===== config.mk =====
export PLATFORM = sky130hd
export DESIGN_NAME = lfsr_gen
export DESIGN_NICKNAME = d
export VERILOG_FILES = /design/src/rtl/lfsr_pkg.sv /design/src/rtl/lfsr_next.sv /design/src/rtl/lfsr_gen.sv
export SDC_FILE = /design/constraint.sdc
export NUM_CORES = 1
export LEC_CHECK = 0
export BUFFER_PORTS_ARGS = -buffer_cell sky130_fd_sc_hd__buf_2
export CORE_UTILIZATION = 55
export DETAILED_ROUTE_END_ITERATION = 7
export PLACE_DENSITY = 0.9
export SLEW_MARGIN = 10
export SYNTH_ARGS = -nofsm -noshare
export SYNTH_HDL_FRONTEND = slang
export SYNTH_SLANG_ARGS = --single-unit

===== constraint.sdc =====
create_clock -name clk -period 2.7 [get_ports clk]
set_input_delay 0.54 -clock clk [delete_from_list [all_inputs] [get_ports clk]]
set_output_delay 0.54 -clock clk [all_outputs]
set_load 0.05 [all_outputs]

===== src/rtl/lfsr_pkg.sv =====
// Shared constants for the lfsr_gen pseudo-random generator.
// Topology select values and default maximal-length tap masks.
package lfsr_pkg;

   localparam bit LFSR_FIB = 1'b0;
   localparam bit LFSR_GAL = 1'b1;

   localparam logic [3:0]  LFSR_TAPS_4  = 4'hC;
   localparam logic [4:0]  LFSR_TAPS_5  = 5'h14;
   localparam logic [7:0]  LFSR_TAPS_8  = 8'hB8;
   localparam logic [15:0] LFSR_TAPS_16 = 16'hB400;
   localparam logic [31:0] LFSR_TAPS_32 = 32'h80200003;

endpackage


===== src/rtl/lfsr_next.sv =====
// Combinational LFSR next-state function, Fibonacci or Galois.
// Shared between the generator and external checkers.
module lfsr_next
   import lfsr_pkg::*;
#(
   parameter int               WIDTH  = 8,
   parameter logic [WIDTH-1:0] TAPS   = WIDTH'(8'hB8),
   parameter bit               GALOIS = LFSR_FIB
) (
   input  logic [WIDTH-1:0] cur,
   output logic [WIDTH-1:0] nxt
);

   generate
      if (GALOIS == LFSR_GAL) begin : g_gal
         always_comb begin
            nxt = cur >> 1;
            if (cur[0]) begin
               nxt = nxt ^ TAPS;
            end
         end
      end else begin : g_fib
         always_comb begin
            nxt = {cur[WIDTH-2:0], ^(cur & TAPS)};
         end
      end
   endgenerate

endmodule


===== src/rtl/lfsr_gen.sv =====
// Parametrised LFSR generator with seed load, lockup recovery
// and measurement of the period of the last completed cycle.
module lfsr_gen
   import lfsr_pkg::*;
#(
   parameter int               WIDTH  = 8,
   parameter logic [WIDTH-1:0] TAPS   = WIDTH'(8'hB8),
   parameter logic [WIDTH-1:0] SEED   = WIDTH'(1),
   parameter bit               GALOIS = LFSR_FIB
) (
   input  logic             clk,
   input  logic             reset,
   input  logic             en_i,
   input  logic             load_i,
   input  logic [WIDTH-1:0] seed_i,
   output logic [WIDTH-1:0] lfsr_o,
   output logic             bit_o,
   output logic             wrap_o,
   output logic [WIDTH-1:0] period_o,
   output logic             lockup_o
);

   logic [WIDTH-1:0] state_q;
   logic [WIDTH-1:0] start_q;
   logic [WIDTH-1:0] cnt_q;
   logic [WIDTH-1:0] period_q;
   logic [WIDTH-1:0] nxt;
   logic [WIDTH-1:0] cnt_inc;
   logic             wrap_q;
   logic             lock_q;

   lfsr_next #(
      .WIDTH  (WIDTH),
      .TAPS   (TAPS),
      .GALOIS (GALOIS)
   ) u_next (
      .cur (state_q),
      .nxt (nxt)
   );

   // counter sticks at all-ones instead of wrapping
   assign cnt_inc = (cnt_q == '1) ? cnt_q : cnt_q + 1'b1;

   always_ff @(posedge clk or negedge reset) begin
      if (!reset) begin
         state_q  <= SEED;
         start_q  <= SEED;
         cnt_q    <= '0;
         period_q <= '0;
         wrap_q   <= 1'b0;
         lock_q   <= 1'b0;
      end else begin
         wrap_q <= 1'b0;
         lock_q <= 1'b0;
         if (load_i) begin
            state_q <= seed_i;
            start_q <= seed_i;
            cnt_q   <= '0;
         end else if (en_i && state_q == '0) begin
            state_q <= SEED;
            start_q <= SEED;
            cnt_q   <= '0;
            lock_q  <= 1'b1;
         end else if (en_i) begin
            state_q <= nxt;
            if (nxt == start_q) begin
               wrap_q   <= 1'b1;
               period_q <= cnt_inc;
               cnt_q    <= '0;
            end else begin
               cnt_q <= cnt_inc;
            end
         end
      end
   end

   assign lfsr_o   = state_q;
   assign bit_o    = (GALOIS == LFSR_GAL) ? state_q[0]
                                          : state_q[WIDTH-1];
   assign wrap_o   = wrap_q;
   assign period_o = period_q;
   assign lockup_o = lock_q;

endmodule


# --- After elaboration in Yosys (flattened, before gate mapping) ---
# Cells that the tools add are included.
op_classes:
  n_addsub: 1
  eq_ne: 2
  muxes: 16
  n_bitwise: 2
  reduce_logical: 6
op_table:
  columns: ["cell", "n"]
  rows:
  - ["8-bit two-way mux", 10]
  - ["8-bit by 1-bit adder with 8-bit output (second input constant)", 1]
  - ["8-bit == test", 1]
  - ["8-bit == test (second input constant)", 1]
  - ["8-bit logical NOT", 1]
  - ["8-bit parity", 1]
  - ["1-bit two-way mux", 6]
  - ["4-bit AND reduction", 1]
  - ["3-bit nonzero test", 1]
  - ["1-bit inverter", 2]
  - ["2-bit nonzero test", 1]
  - ["1-bit logical AND", 1]
totals:
  ff_bits: 34
  input_bits: 12
  out_inout_bits: 19
  elab_cells: 33

# --- Logic depth before layout (Yosys ltp) ---
logic_depth:
  word_depth: 6
  ltp_mapped: 8
  depth_no_buf: 7

# --- Modules after synthesis ---
# Synthesis repeated with hierarchy kept, for this count alone.
hier_totals:
  hier_cells: 170
  area_unflattened_um2: 1709.1
modules_own_cells:
  columns: ["module", "instances", "cells_each", "area_each_um2", "seq_area_each_um2"]
  rows:
  - ["lfsr_gen", 1, 160, 1630.3, 853.3]
  - ["lfsr_next", 1, 10, 78.8, 0.0]

# --- Worst setup path after synthesis ---
# OpenSTA, ideal clock, no wires.
synth_path:
  path_kind: "reg2reg"
  start: "register state_q[4], in the netlist lfsr_o[4]"
  end: "register period_q[0], in the netlist period_o[0]"
  setup_ns: 0.125
  arrival_ns: 2.159
  t_required_ns: 2.575
  slack_ns: 0.416
  stages_incl_launch_ff: 8
  path_buffers: 0
  period_less_slack_ns: 2.284
  cell_sequence: "dfrtp_1 > inv_1 > ha_1 > xnor3_2 > xnor2_4 > nand3_4 > nor2_8 > mux2_4"
synth_between:
  elab_chain_cells: 4
  word_cells_on_any_way: 6
  cone_classes: "eq/ne (1); bitwise (1); reduce/logical (4)"
synth_lines:
  columns: ["element", "line", "text"]
  rows:
  - ["from (decl)", "lfsr_gen.sv:23", "logic [WIDTH-1:0] state_q;"]
  - ["from (signal assigned)", "lfsr_gen.sv:56", "state_q <= seed_i;"]
  - ["from (signal assigned)", "lfsr_gen.sv:65", "state_q <= nxt;"]
  - ["parallel branches: the longest is 3 deep, another holds 8-bit parity", null, null]
  - ["4-bit AND reduction (no line) *", null, null]
  - ["to (signal assigned)", "lfsr_gen.sv:68", "period_q <= cnt_inc;"]
  - ["to (decl)", "lfsr_gen.sv:26", "logic [WIDTH-1:0] period_q;"]
# Mark *: on every way between the ends.
# A chain may end at the register's enable or synchronous reset.

# --- Worst setup path in the final report ---
layout_path:
  start: "register state_q[4], in the netlist lfsr_o[4]"
  end: "register cnt_q[0]"
layout_between:
  elab_chain_cells: 6
  word_cells_on_any_way: 9
  cone_classes: "eq/ne (1); mux (4); reduce/logical (4)"
layout_lines:
  columns: ["element", "line", "text"]
  rows:
  - ["8-bit parity", "lfsr_next.sv:24", "nxt = {cur[WIDTH-2:0], ^(cur & TAPS)};"]
  - ["8-bit == test", "lfsr_gen.sv:66", "if (nxt == start_q) begin"]
  - ["8-bit two-way mux", "lfsr_gen.sv:66", null]
  - ["8-bit two-way mux", "lfsr_gen.sv:64", "end else if (en_i) begin"]
  - ["8-bit two-way mux", "lfsr_gen.sv:59", "end else if (en_i && state_q == '0) begin"]
  - ["8-bit two-way mux", "lfsr_gen.sv:55", "if (load_i) begin"]
  - ["to (signal assigned)", "lfsr_gen.sv:71", "cnt_q <= cnt_inc;"]
  - ["to (decl)", "lfsr_gen.sv:25", "logic [WIDTH-1:0] cnt_q;"]
# Parallel ways exist; a longest one is shown, timed or not. The select of a mux whose other input is x is not followed.

==> results.txt <==
Minimum clock period - 2.17 ns
Net Sw Frac - 34.3%
Slew headroom - 50.9%
First-pass GRT wire length - 5.73 mm
Core Rows - 19
Slew at the pin with the worst max-slew slack - 0.734 ns
Sequential Area - 853 um^2
Multi-input logic area - 823 um^2
R2R setup slack - 0.53 ns
Vias in the first global route - 1316
RSZ-0062 raised after global routing - no
CP Capture Type - flop
Final ANT Viol Nets - 0
Internal power - 0.000771 W
Layout Nets - 210
Largest net degree at the start of global routing - 35
Psw - 0.000402 W
Share of the synthesized area in the top cell type - 46.4%
Leakage power - 1.00 nW
Cell Pwr Density - 602 mW/mm^2
CP cell instances - inv_1 -> ha_1 -> nor4b_2 -> a211o_2 -> a31oi_1 -> o21ai_0 -> nand2_1
CP Launch Type - flop
Via count - 1331
Horiz. Die Dim - 58.0 um
Via/cell ratio - 5.84
Setup TNS - 0 ns
Chip height - 58.0 um
Ports - 31
# clock sinks - 34
Die area - 0.00337 mm^2
Post-cts resize count - 0
Top-count cell post-synth - dfrtp_1
Kind of critical path - reg -> reg
Fraction of layout cells with a size suffix above 1 - 27.4%
Top cells by area, synth - dfrtp_1 46%, nand2_1 5.9%, o21ai_0 5.2%
Tcrit/Tclk final - 80.5%
H-tree lvl count - 2
Ys Warns - 0
All-Layer GR Usage - 23.0%
Slowest CP cell - a31oi_1
Crit Reg-Reg Endpoint - cnt_q[0]
Crit path largest cell delay - 0.51 ns
CTS Buffer Depth - 2
R2R Path Start - lfsr_o[4]
DRC errors left - 1
Post-CTS Setup Inserts - 0
Reg2Reg Depth - 7
Primary flip-flop cell chosen by synthesis mapping - dfrtp_1
Post-synth top cells - 32 x dfrtp_1, 27 x nand2_1, 18 x o21ai_0
Cell type with the largest total area after synthesis - dfrtp_1
Comb pwr share - 24.6%
Synthesized instance count - 164
Critical Path AT - 2.46 ns
CTS tree - yes
Peak VDD IR - 343 uV
Netlist Area Pre-Place - 0.00173 mm^2
Antenna diodes - 0
Starting Density - 60.5%
Number of buffers created by CTS - 5
Root Buffer - clkbuf_4
Drt first pass iters - 7
Hold Violations, Final - 0
CP top delay family - compound AO/OA/AOI/OAI gates
Clk pwr share - 25.6%
Failing checks - design-rule violations
Max Fclk - 460 MHz
WP buf/inv - 1
Status - finished, violations left
GRT overflow - 0
Drt total wl - 3.41 mm
Post-synth EDFFs - 0
Final Skew - 0.00696 ns
Max-slew violation count - 0
MaxCap Viol Count - 0
Post-Syn Nets - 178
Initial DRC count - 45
GPL Wtd Cong - 0.838
Critical Path Fanout Max - 10
PortBufs - 30
Hold WC Path Type - in -> async
Register area share after synthesis - 49.4%
CP required - 2.99 ns
Synth cell types - 39
Syn_area_per_cell - 10.5 um^2
CP Depth - 7
Core area - 0.00285 mm^2
Final core occ - 68.3%
Clock latency on the worst-skew pair - 0.35 ns
DPL Wire Length - 2.45 mm
Setup Viol. Count Final - 0
Clk slew on worst S/H paths - 0.10 ns
Layout area overhead - 12.8%
FFs w/ async S/R, synth - 100%
Seq cells post-synth - 34
Post-DR wirelength/cell - 14.9 um
Cts hold-fix bufs - 0
FILL cells - 211
Initial antenna violation count - 0
Share of power burned in registers - 49.8%
[kinds of logic after synthesis]
group | Yosys count | synth area share (%)
flip-flops | 34 | 49.4
multiplexers | 9 | 6.38
AO/OA/AOI/OAI | 38 | 13.9
XOR/XNOR | 10 | 7.03
AND/OR/NAND/NOR | 60 | 18.9
buffers and inverters | 11 | 2.90
adder cells (fa/ha/maj) | 2 | 1.45
[final cells by class]
class,instances,area share (%)
well taps,31,1.99
clock buffers,7,2.83
clock inverters,1,0.257
multi-input cells,119,42.3
flip-flops and latches,34,43.8
repair buffers,30,7.71
inverters,6,1.16
[how the worst max path moves through the flow]
stage	start	end	slack, ns
after floorplan	lfsr_o[4]	period_o[0]	0.42
after global placement	en_i	lfsr_o[6]	0.50
after detailed placement	en_i	lfsr_o[6]	0.39
after CTS	lfsr_o[4]	period_o[4]	0.57
after global routing	lfsr_o[5]	cnt_q[3]	0.36
final	lfsr_o[4]	cnt_q[0]	0.53
[layout by cell type, fill, tap and decap left out, types with 2 or more instances in the layout]
cell	n
dfrtp_1	32
a21oi_1	5
mux2_4	4
and2_1	2
ha_1	2
nand2_1	27
or2_2	2
o31ai_1	4
dfstp_2	2
nand4_1	2
inv_1	6
a222oi_1	2
a22o_1	3
nand3_1	5
clkbuf_4	5
and3_1	5
mux2i_1	5
buf_2	30
xor2_1	8
nor2_1	8
o21ai_0	18
[routing by layer]
layer	up-vias	share of wire, %	GRT usage [%]
li1	648	-	-
met1	654	48	29.7
met2	24	46	36.5
met3	5	4.5	7.37
met4	0	1.5	8.50
met5	-	0	0
[flip-flops by register name, indices dropped and copies added, names as in the netlist]
name      cells
period_o      8
cnt_q         8
lockup_o      1
start_q       8
wrap_o        1
lfsr_o        8
[through the flow]
step / hold slack (ns) / area (um^2) / worst slack (ns) / power, W / instances
6_report: 0.242 / 1950 / 0.528 / 0.00117 / 228
5_1_grt: 0.291 / 1950 / 0.364 / 0.00122 / 228
4_1_cts: 0.252 / 1950 / 0.568 / 0.00118 / 228
3_5_place_dp: 0.486 / 1890 / 0.395 / 0.000883 / 220
3_3_place_gp: 0.479 / 1890 / 0.505 / 0.000874 / 220
2_1_floorplan: 0.244 / 1730 / 0.416 / 0.000815 / 164
[power groups by stage]
stage / Combinational (W) / Sequential (W) / Clock [W]
6_report: 0.000288 / 0.000584 / 0.000300
3_5_place_dp: 0.000289 / 0.000594 / 0
4_1_cts: 0.000290 / 0.000584 / 0.000306
5_1_grt: 0.000310 / 0.000589 / 0.000325
2_1_floorplan: 0.000145 / 0.000670 / 0
3_3_place_gp: 0.000283 / 0.000591 / 0
(Power assumes the default switching activity.)
